### config.mk
export PLATFORM = sky130hd
export DESIGN_NAME = ps2_rx_fifo
export DESIGN_NICKNAME = d
export VERILOG_FILES = /design/src/rtl/ps2_rx_fifo.sv
export SDC_FILE = /design/constraint.sdc
export NUM_CORES = 1
export LEC_CHECK = 0
export ABC_AREA = 1
export ABC_CLOCK_PERIOD_IN_PS = 5000
export CAP_MARGIN = 20
export CORE_AREA = 2 2 92 94
export DETAILED_ROUTE_END_ITERATION = 16
export DIE_AREA = 0 0 94 96
export GPL_ROUTABILITY_DRIVEN = 0
export PLACE_DENSITY = 0.83
export SLEW_MARGIN = 20
export SYNTH_ARGS = -nofsm -noshare
export SYNTH_HDL_FRONTEND = slang
export SYNTH_SLANG_ARGS = --single-unit
### constraint.sdc
create_clock -name clk -period 5 [get_ports clk]
set_input_delay 0.5 -clock clk [delete_from_list [all_inputs] [get_ports clk]]
set_output_delay 0.5 -clock clk [all_outputs]
set_load 0.02 [all_outputs]
### src/rtl/ps2_rx_fifo.sv
// PS/2 device-to-host receiver: synchronised/filtered inputs, 11-bit frame checker
// with per-frame timeout, and a first-word-fall-through byte FIFO with optional inhibit.

module ps2_line_filter #(
  parameter int FILTER_LEN = 4
) (
  input  logic clk,
  input  logic reset_n,
  input  logic raw,
  output logic filt
);
  localparam int CW = (FILTER_LEN > 2) ? $clog2(FILTER_LEN) : 1;

  logic [1:0]    sync;
  logic [CW-1:0] cnt;

  // cnt counts consecutive synchronised samples that disagree with filt
  always_ff @(posedge clk or negedge reset_n) begin
    if (!reset_n) begin
      sync <= 2'b11;
      cnt  <= '0;
      filt <= 1'b1;
    end else begin
      sync <= {sync[0], raw};
      if (sync[1] == filt) begin
        cnt <= '0;
      end else if (cnt == CW'(FILTER_LEN - 1)) begin
        filt <= sync[1];
        cnt  <= '0;
      end else begin
        cnt <= cnt + 1'b1;
      end
    end
  end
endmodule

module ps2_rx_fifo #(
  parameter int FILTER_LEN      = 4,
  parameter int TIMEOUT_CYCLES  = 5000,
  parameter int FIFO_DEPTH      = 8,
  parameter bit INHIBIT_ON_FULL = 1'b1
) (
  input  logic                        clk,
  input  logic                        reset_n,
  input  logic                        ps2_clk_in,
  input  logic                        ps2_data_in,
  output logic                        ps2_clk_oe,
  output logic [7:0]                  rx_data,
  output logic                        rx_valid,
  input  logic                        rx_ready,
  output logic [$clog2(FIFO_DEPTH):0] count,
  output logic                        parity_err,
  output logic                        frame_err,
  output logic                        timeout_err,
  output logic                        overflow,
  input  logic                        ovf_clr
);
  localparam int AW        = $clog2(FIFO_DEPTH);
  localparam int CNTW      = AW + 1;
  localparam int TW        = $clog2(TIMEOUT_CYCLES + 1);
  localparam int NUM_LINES = 2;

  typedef enum logic [1:0] {IDLE, RECV, CHECK} state_t;

  // ---- input conditioning: lane 0 = clock, lane 1 = data
  logic [NUM_LINES-1:0] line_raw, line_filt;
  assign line_raw = {ps2_data_in, ps2_clk_in};

  genvar g;
  generate
    for (g = 0; g < NUM_LINES; g++) begin : g_line
      ps2_line_filter #(.FILTER_LEN(FILTER_LEN)) u_filt (
        .clk    (clk),
        .reset_n(reset_n),
        .raw    (line_raw[g]),
        .filt   (line_filt[g])
      );
    end
  endgenerate

  logic clk_filt_q, fall, din;
  assign fall = clk_filt_q & ~line_filt[0];
  assign din  = line_filt[1];

  always_ff @(posedge clk or negedge reset_n) begin
    if (!reset_n) clk_filt_q <= 1'b1;
    else          clk_filt_q <= line_filt[0];
  end

  // ---- frame FSM
  state_t          state, state_nxt;
  logic [3:0]      bit_cnt;
  logic [7:0]      shreg;
  logic            par_bit, stop_bit;
  logic [TW-1:0]   to_cnt;
  logic            to_hit, par_ok, push;

  // a real edge in the same cycle as expiry counts as activity, not a timeout
  assign to_hit = (state == RECV) && !fall && (to_cnt == TW'(TIMEOUT_CYCLES));

  always_ff @(posedge clk or negedge reset_n) begin
    if (!reset_n) state <= IDLE;
    else          state <= state_nxt;
  end

  always_comb begin
    state_nxt = state;
    case (state)
      IDLE:    if (fall && !din) state_nxt = RECV;
      RECV: begin
        if (to_hit)                        state_nxt = IDLE;
        else if (fall && bit_cnt == 4'd10) state_nxt = CHECK;
      end
      CHECK:   state_nxt = IDLE;
      default: state_nxt = IDLE;
    endcase
  end

  always_ff @(posedge clk or negedge reset_n) begin
    if (!reset_n) begin
      bit_cnt  <= '0;
      shreg    <= '0;
      par_bit  <= 1'b0;
      stop_bit <= 1'b0;
      to_cnt   <= '0;
    end else begin
      if (fall || state != RECV) to_cnt <= '0;
      else                       to_cnt <= to_cnt + 1'b1;

      if (state == IDLE) begin
        bit_cnt <= 4'd1;
      end else if (state == RECV && fall) begin
        bit_cnt <= bit_cnt + 1'b1;
        if (bit_cnt <= 4'd8)       shreg    <= {din, shreg[7:1]};
        else if (bit_cnt == 4'd9)  par_bit  <= din;
        else                       stop_bit <= din;
      end
    end
  end

  assign par_ok      = ^{par_bit, shreg};
  assign parity_err  = (state == CHECK) && !par_ok;
  assign frame_err   = (state == CHECK) && par_ok && !stop_bit;
  assign push        = (state == CHECK) && par_ok && stop_bit;
  assign timeout_err = to_hit;

  // ---- FWFT FIFO
  logic [7:0]    mem [FIFO_DEPTH];
  logic [AW-1:0] wr_ptr, rd_ptr;
  logic          full, pop, wr_en;

  assign full  = (count == CNTW'(FIFO_DEPTH));
  assign pop   = rx_ready && rx_valid;
  assign wr_en = push && (!full || pop);

  always_ff @(posedge clk) begin
    if (wr_en) mem[wr_ptr] <= shreg;
  end

  always_ff @(posedge clk or negedge reset_n) begin
    if (!reset_n) begin
      wr_ptr   <= '0;
      rd_ptr   <= '0;
      count    <= '0;
      overflow <= 1'b0;
    end else begin
      if (wr_en) wr_ptr <= wr_ptr + 1'b1;
      if (pop)   rd_ptr <= rd_ptr + 1'b1;
      case ({wr_en, pop})
        2'b10:   count <= count + 1'b1;
        2'b01:   count <= count - 1'b1;
        default: count <= count;
      endcase
      if (push && full && !pop) overflow <= 1'b1;
      else if (ovf_clr)         overflow <= 1'b0;
    end
  end

  assign rx_valid   = (count != '0);
  assign rx_data    = rx_valid ? mem[rd_ptr] : 8'h00;
  assign ps2_clk_oe = INHIBIT_ON_FULL && full && (state == IDLE);
endmodule

After elaboration in Yosys (flattened, before gate mapping)

Memories as Yosys holds them, arrays and structs flattened.
Cells that the tools add are included.

Flip-flop bits (word level): 51
Memory bits (writable): 64
Input bits: 6
Output and inout port bits: 18
Word-level logic and storage cells: 100
Memories kept: 1

Add/subtract/negate cells: 8
Magnitude comparators: 1
Equal/unequal tests: 15
Muxes and demuxes: 17
Bitwise operators: 7
Reduce and logical (&&, ||, !) cells: 34

Memories:

| name | depth | width | rd ports | clocked after memory_dff | write ports | RTL line | text |
|---|---|---|---|---|---|---|---|
| mem  | 8     | 8     | 1        | 0                        | 1           | 148      | `logic [7:0] mem [FIFO_DEPTH];` |

Operator list:

| operator                                                         | number |
|---|---|
| 1-bit logical AND                                                | 14 |
| 2-bit 2-to-1 mux                                                 | 7 |
| 13-bit by 1-bit adder with 13-bit output (second input constant) | 1 |
| 13-bit == test (second input constant)                           | 1 |
| 13-bit 2-to-1 mux                                                | 1 |
| 4-bit == test (second input constant)                            | 3 |
| 9-bit parity                                                     | 1 |
| 4-bit by 1-bit adder with 4-bit output (second input constant)   | 2 |
| 2-bit == test (second input constant)                            | 4 |
| 4-bit 2-to-1 mux                                                 | 2 |
| 8-bit 2-to-1 mux                                                 | 1 |
| 4-bit case mux with 2 select lines                               | 1 |
| 4-bit AND reduction                                              | 2 |
| 3-bit by 1-bit adder with 3-bit output (second input constant)   | 2 |
| 1-bit logical NOT                                                | 6 |
| 1-bit inverter                                                   | 6 |
| 2-bit AND reduction                                              | 3 |
| 2-bit nonzero test                                               | 3 |
| 2-bit by 1-bit adder with 2-bit output (second input constant)   | 2 |
| 2-bit by 1-bit == test with 1-bit output (second input constant) | 2 |
| 4-bit less-or-equal comparator (second input constant)           | 1 |
| 1-bit 2-to-1 mux                                                 | 4 |
| 2-bit case mux with 2 select lines                               | 1 |
| 4-bit nonzero test                                               | 1 |
| 9 further kinds                                                  | 11 |

Longest topological paths before layout

Depth in word-level cells: 7
Mapped depth: 15
Depth with buffers taken out: 15

Cells and area by module

Synthesis repeated with hierarchy kept, for this count alone.

Cell total of the unflattened synthesis: 512
Area total of the unflattened synthesis: 5,089.9 µm²

By module, submodules not included:

| module          | times used | cells an instance | area each (µm²) | sequential area each (µm²) |
|---|---|---|---|---|
| ps2_rx_fifo     | 1          | 478               | 4,717.0         | 2,949.1 |
| ps2_line_filter | 2          | 17                | 186.4           | 128.9 |

Least setup slack after synthesis

OpenSTA, ideal clock, no wires.

Path type: flip-flop to output port
Start point: reg g_line[0].u_filt.filt
End point: out timeout_err
Arrival: 1.629 ns
Data required time: 4.500 ns
Slack: 2.871 ns
Cell stages (with the launch flop): 5
Path buffers: 0
Path through: dfstp_2 inv_1 nand2_1 nand2_1 nor4_1

Word-level cells in the longest chain between the ends: 5

RTL lines:

| item                           | RTL line | text |
|---|---|---|
| start: declaration             | 10       | `output logic filt` |
| start signal: assignment       | 28       | `filt <= sync[1];` |
| 1-bit inverter                 | 82       | `assign fall = clk_filt_q & ~line_filt[0];` |
| 1-bit bitwise AND              | 82       |  |
| 1-bit logical NOT              | 99       | `assign to_hit = (state == RECV) && !fall && (to_cnt == TW'(TIMEOUT_CYCLES));` |
| 1-bit logical AND (2 in a row) | 99       |  |
| end: declaration               | 54       | `output logic timeout_err,` |

No other way between the ends.

Final worst setup path

Start point: reg rd_ptr[1]
End point: out rx_data[0]

Word-level cells in the longest chain between the ends: 2

RTL lines:

| item                     | RTL line | text |
|---|---|---|
| start: declaration       | 149      | `logic [AW-1:0] wr_ptr, rd_ptr;` |
| start signal: assignment | 168      | `if (pop) rd_ptr <= rd_ptr + 1'b1;` |
| memory 8 x 8 bit         | --       |  |
| 8-bit 2-to-1 mux         | 180      | `assign rx_data = rx_valid ? mem[rd_ptr] : 8'h00;` |
| end: declaration         | 48       | `output logic [7:0] rx_data,` |

No other way between the ends.

==> results.json <==
{
  "final_common_cell": "sky130_fd_sc_hd__nor2_1",
  "setup.worst_path.start_class": "register",
  "final_cell_mix": "sky130_fd_sc_hd__nor2_1, sky130_fd_sc_hd__nand2_1, sky130_fd_sc_hd__edfxtp_1, sky130_fd_sc_hd__o21ai_0, sky130_fd_sc_hd__inv_1",
  "drt_wl_total_um": 10130,
  "placed_cells_incl_taps": 609,
  "cp.required_ns": 4.50,
  "drtIter0Drc": 283,
  "wl_met2_um": 5162,
  "hold_slack_ns": 0.01145,
  "logic_pwr_share_pct": 32.7,
  "final_min_period_over_clock_period_pct": 69.97,
  "highest_layer": "met4",
  "maximum_number_of_pins_on_one_net_before_global_route_repair": 52,
  "timing.hold.worst.class": "in2async",
  "via_count": 3603,
  "worst-path-max-fanout": 18,
  "drtPass1Iterations": 5,
  "final_period_minus_worst_setup_slack_ns": 3.499,
  "critical_path.endpoint_type": "output pin",
  "grt_antenna_before_repair": 0,
  "routedWlPerCell_um": 15.80,
  "rsz_0062_raised_after_global_routing": "false",
  "floorplan.initialDensity_pct": 62.47,
  "slew_viol_final": 0,
  "maxSlewHeadroom_pct": 42.42,
  "post_cts_buffers": 0,
  "core_area_um2": 8051,
  "post_cts.resized_instances": 0,
  "clkTransAtPathRegs_ns": 0.06,
  "cts_tree": "built",
  "synthCells": 492,
  "setup_total_negative_slack_ns": 0,
  "run_status": "finished clean",
  "critical_path.reg2reg.startpoint": "shreg[2]",
  "clock_group_share_of_total_power_pct": 30.1,
  "globalRouteOverflowTotal": 0,
  "post_synthesis_sequential_area_ratio_pct": 63.76,
  "switching_share_pct": 36.27,
  "n_fill_cell": 527,
  "max-cap-violations": 0,
  "synthDistinctLibCells": 33,
  "root_buffer": "sky130_fd_sc_hd__clkbuf_8",
  "multi_input_logic_area_um2": 1562,
  "rows": 33,
  "synth_seq_cells": 115,
  "drt.antenna.violating_nets": 0,
  "worst_clock_skew_ns": 0.01030,
  "place_hpwl_um": 6374,
  "number_of_buffers_created_by_cts": 17,
  "dieWidth_um": 94,
  "critPathLaunch": "rd_ptr[1]",
  "cts.path.max_buffers": 2,
  "die_area_um2": 9024,
  "stdcell_count": 641,
  "pd_cells_nw_per_um2": 620.8,
  "final-setup-viol-count": 0,
  "report.final.hold_viol_count": 0,
  "layout_stage_area_growth_over_the_synthesis_result_pct": 17.41,
  "internal_power_mw": 2.336,
  "post_synth.cell_area_avg_um2": 10.22,
  "criticalPathCategory": "reg2out",
  "place.port_buffers": 23,
  "num_antenna_cells": 0,
  "wl_met3_um": 542,
  "clkLatencyLatePin_ns": 0.52,
  "power.sequential.fraction_pct": 37.2,
  "drive_gt1_share_pct": 10.07,
  "vias_in_the_first_global_route": 3509,
  "drt-vias-per-instance": 5.621,
  "cts_htree_levels": 4,
  "netlist_area_um2": 5030,
  "chipHeight_um": 96,
  "synth.net_count": 509,
  "total_leakage_power_nw": 2.399,
  "p_sw_mw": 1.330,
  "io_pins": 24,
  "peak_clock_frequency_supported_by_timing_ghz": 0.2858,
  "worst_ir_drop_vdd_mv": 0.3009,
  "final-seq-area_um2": 3207,
  "globalRouteTotalUtil_pct": 24.37,
  "detail_route.drc_violations": 0,
  "synth.yosys.warnings": 0,
  "arrival_ns": 3.00,
  "tightestPinTransition_ns": 0.8627,
  "final_net_count": 540,
  "detail_route.wirelength.met1_um": 4248,
  "cts.sinks": 115,
  "postCtsHoldBufs": 0,
  "grt_pass1_wl_um": 16370
}
==> cells by family (layout without fill, tap and decap cells) <==
kind of cell	after synthesis	in the layout	synth area share [%]
simple gates	189	189	15.97
flops	115	115	63.76
compound gates	99	99	10.77
buf+inv	69	113	5.199
fa+ha+maj	11	11	2.736
xor+xnor	9	9	1.567
==> registers in the layout, summed over array words and instances (netlist names) <==
name	cells
g_line.u_filt.sync	4
par_bit	1
count	4
g_line.u_filt.cnt	4
clk_filt_q	1
rd_ptr	3
to_cnt	13
stop_bit	1
shreg	8
overflow	1
state	2
bit_cnt	4
wr_ptr	3
g_line.u_filt.filt	2
mem	64
==> cell type report <==
class                   instances  share of cell area [%]
clock buffers                  28                   9.089
clock inverters                 4                  0.3390
inverters                      57                   3.623
multi-input cells             308                   26.44
flip-flops and latches        115                   54.30
well taps                     105                   2.225
repair buffers                 24                   3.983
==> layer usage <==
| metal | vias up | global-route usage [%] |
|---|---|---|
| li1 | 1725 | - |
| met1 | 1742 | 30.29 |
| met2 | 117 | 41.55 |
| met3 | 19 | 5.873 |
| met4 | 0 | 9.783 |
| met5 | - | 0 |
==> power groups by stage <==
stage / Clock, mW / Combinational (mW) / Sequential [mW]
finish: 1.10 / 1.20 / 1.36
CTS: 1.11 / 1.20 / 1.36
global route: 1.15 / 1.33 / 1.38
floorplan: 0 / 0.800 / 1.33
detailed placement: 0 / 1.17 / 1.37
global placement: 0 / 1.13 / 1.36
==> worst max-delay path, stage by stage, from the launching register on <==
cell	delay (ns)
sky130_fd_sc_hd__dfrtp_1	0.72
sky130_fd_sc_hd__inv_1	0.44
sky130_fd_sc_hd__nor2_1	0.22
sky130_fd_sc_hd__o21ai_0	0.15
sky130_fd_sc_hd__a31oi_1	0.29
sky130_fd_sc_hd__clkdlybuf4s50_1	0.65
==> worst paths after layout <==
| path | endpoint | slack, ns | cells past startpoint |
|---|---|---|---|
| hold reg to reg | g_line[0].u_filt.sync[1] | 0.35 | 0 |
| setup / recovery | rx_data[0] | 1.50 | 5 |
| setup reg to reg | mem[4][3] | 2.36 | 11 |
| max in group asynchronous | g_line[1].u_filt.cnt[1] | 4.56 | 1 |
| min in group clk | g_line[0].u_filt.sync[1] | 0.35 | 0 |
| hold / removal | bit_cnt[1] | 0.01 | 1 |
==> per-stage QoR <==
stage               cell area, um2  power (mW)  utilization [%]  setup slack (ns)
floorplan                     5030       2.128                -             2.871
CTS                           5903       3.669            73.32             1.565
global placement              5346       2.494            66.40             2.149
finish                        5906       3.666            73.35             1.501
global route                  5906       3.871            73.35             1.325
detailed placement            5346       2.546            66.40             2.121
==> cell usage after synthesis <==
master,count,area (um2)
sky130_fd_sc_hd__nor3_1,7,35.03
sky130_fd_sc_hd__xor2_1,6,52.55
sky130_fd_sc_hd__xnor2_1,3,26.28
sky130_fd_sc_hd__nand2_1,70,262.8
sky130_fd_sc_hd__a31oi_1,9,56.30
sky130_fd_sc_hd__or2_1,1,6.260
sky130_fd_sc_hd__buf_2,1,5.000
sky130_fd_sc_hd__nand4_1,3,18.77
sky130_fd_sc_hd__a21oi_1,14,70.07
sky130_fd_sc_hd__inv_1,54,202.7
sky130_fd_sc_hd__o22ai_1,9,56.30
sky130_fd_sc_hd__or2_4,1,8.760
sky130_fd_sc_hd__o21ai_0,58,290.3
sky130_fd_sc_hd__dfrtp_1,44,1101
sky130_fd_sc_hd__nor2_1,82,307.8
sky130_fd_sc_hd__o21ai_1,4,20.02
sky130_fd_sc_hd__a21oi_4,1,16.27
sky130_fd_sc_hd__clkbuf_2,1,5.000
sky130_fd_sc_hd__o21bai_1,1,7.510
sky130_fd_sc_hd__o32ai_1,1,8.760
sky130_fd_sc_hd__nand3_2,2,20.02
sky130_fd_sc_hd__nand2_2,3,18.77
sky130_fd_sc_hd__nor2_2,6,37.54
sky130_fd_sc_hd__clkbuf_1,10,37.54
sky130_fd_sc_hd__nor4_1,1,6.260
sky130_fd_sc_hd__inv_2,3,11.26
sky130_fd_sc_hd__dfstp_2,7,183.9
sky130_fd_sc_hd__nand3_1,12,60.06
sky130_fd_sc_hd__a221oi_1,1,8.760
sky130_fd_sc_hd__nand4_4,1,21.27
sky130_fd_sc_hd__ha_1,11,137.6
sky130_fd_sc_hd__edfxtp_1,64,1922
sky130_fd_sc_hd__a21o_1,1,7.510
No activity file was read; power rests on OpenSTA's default activity.
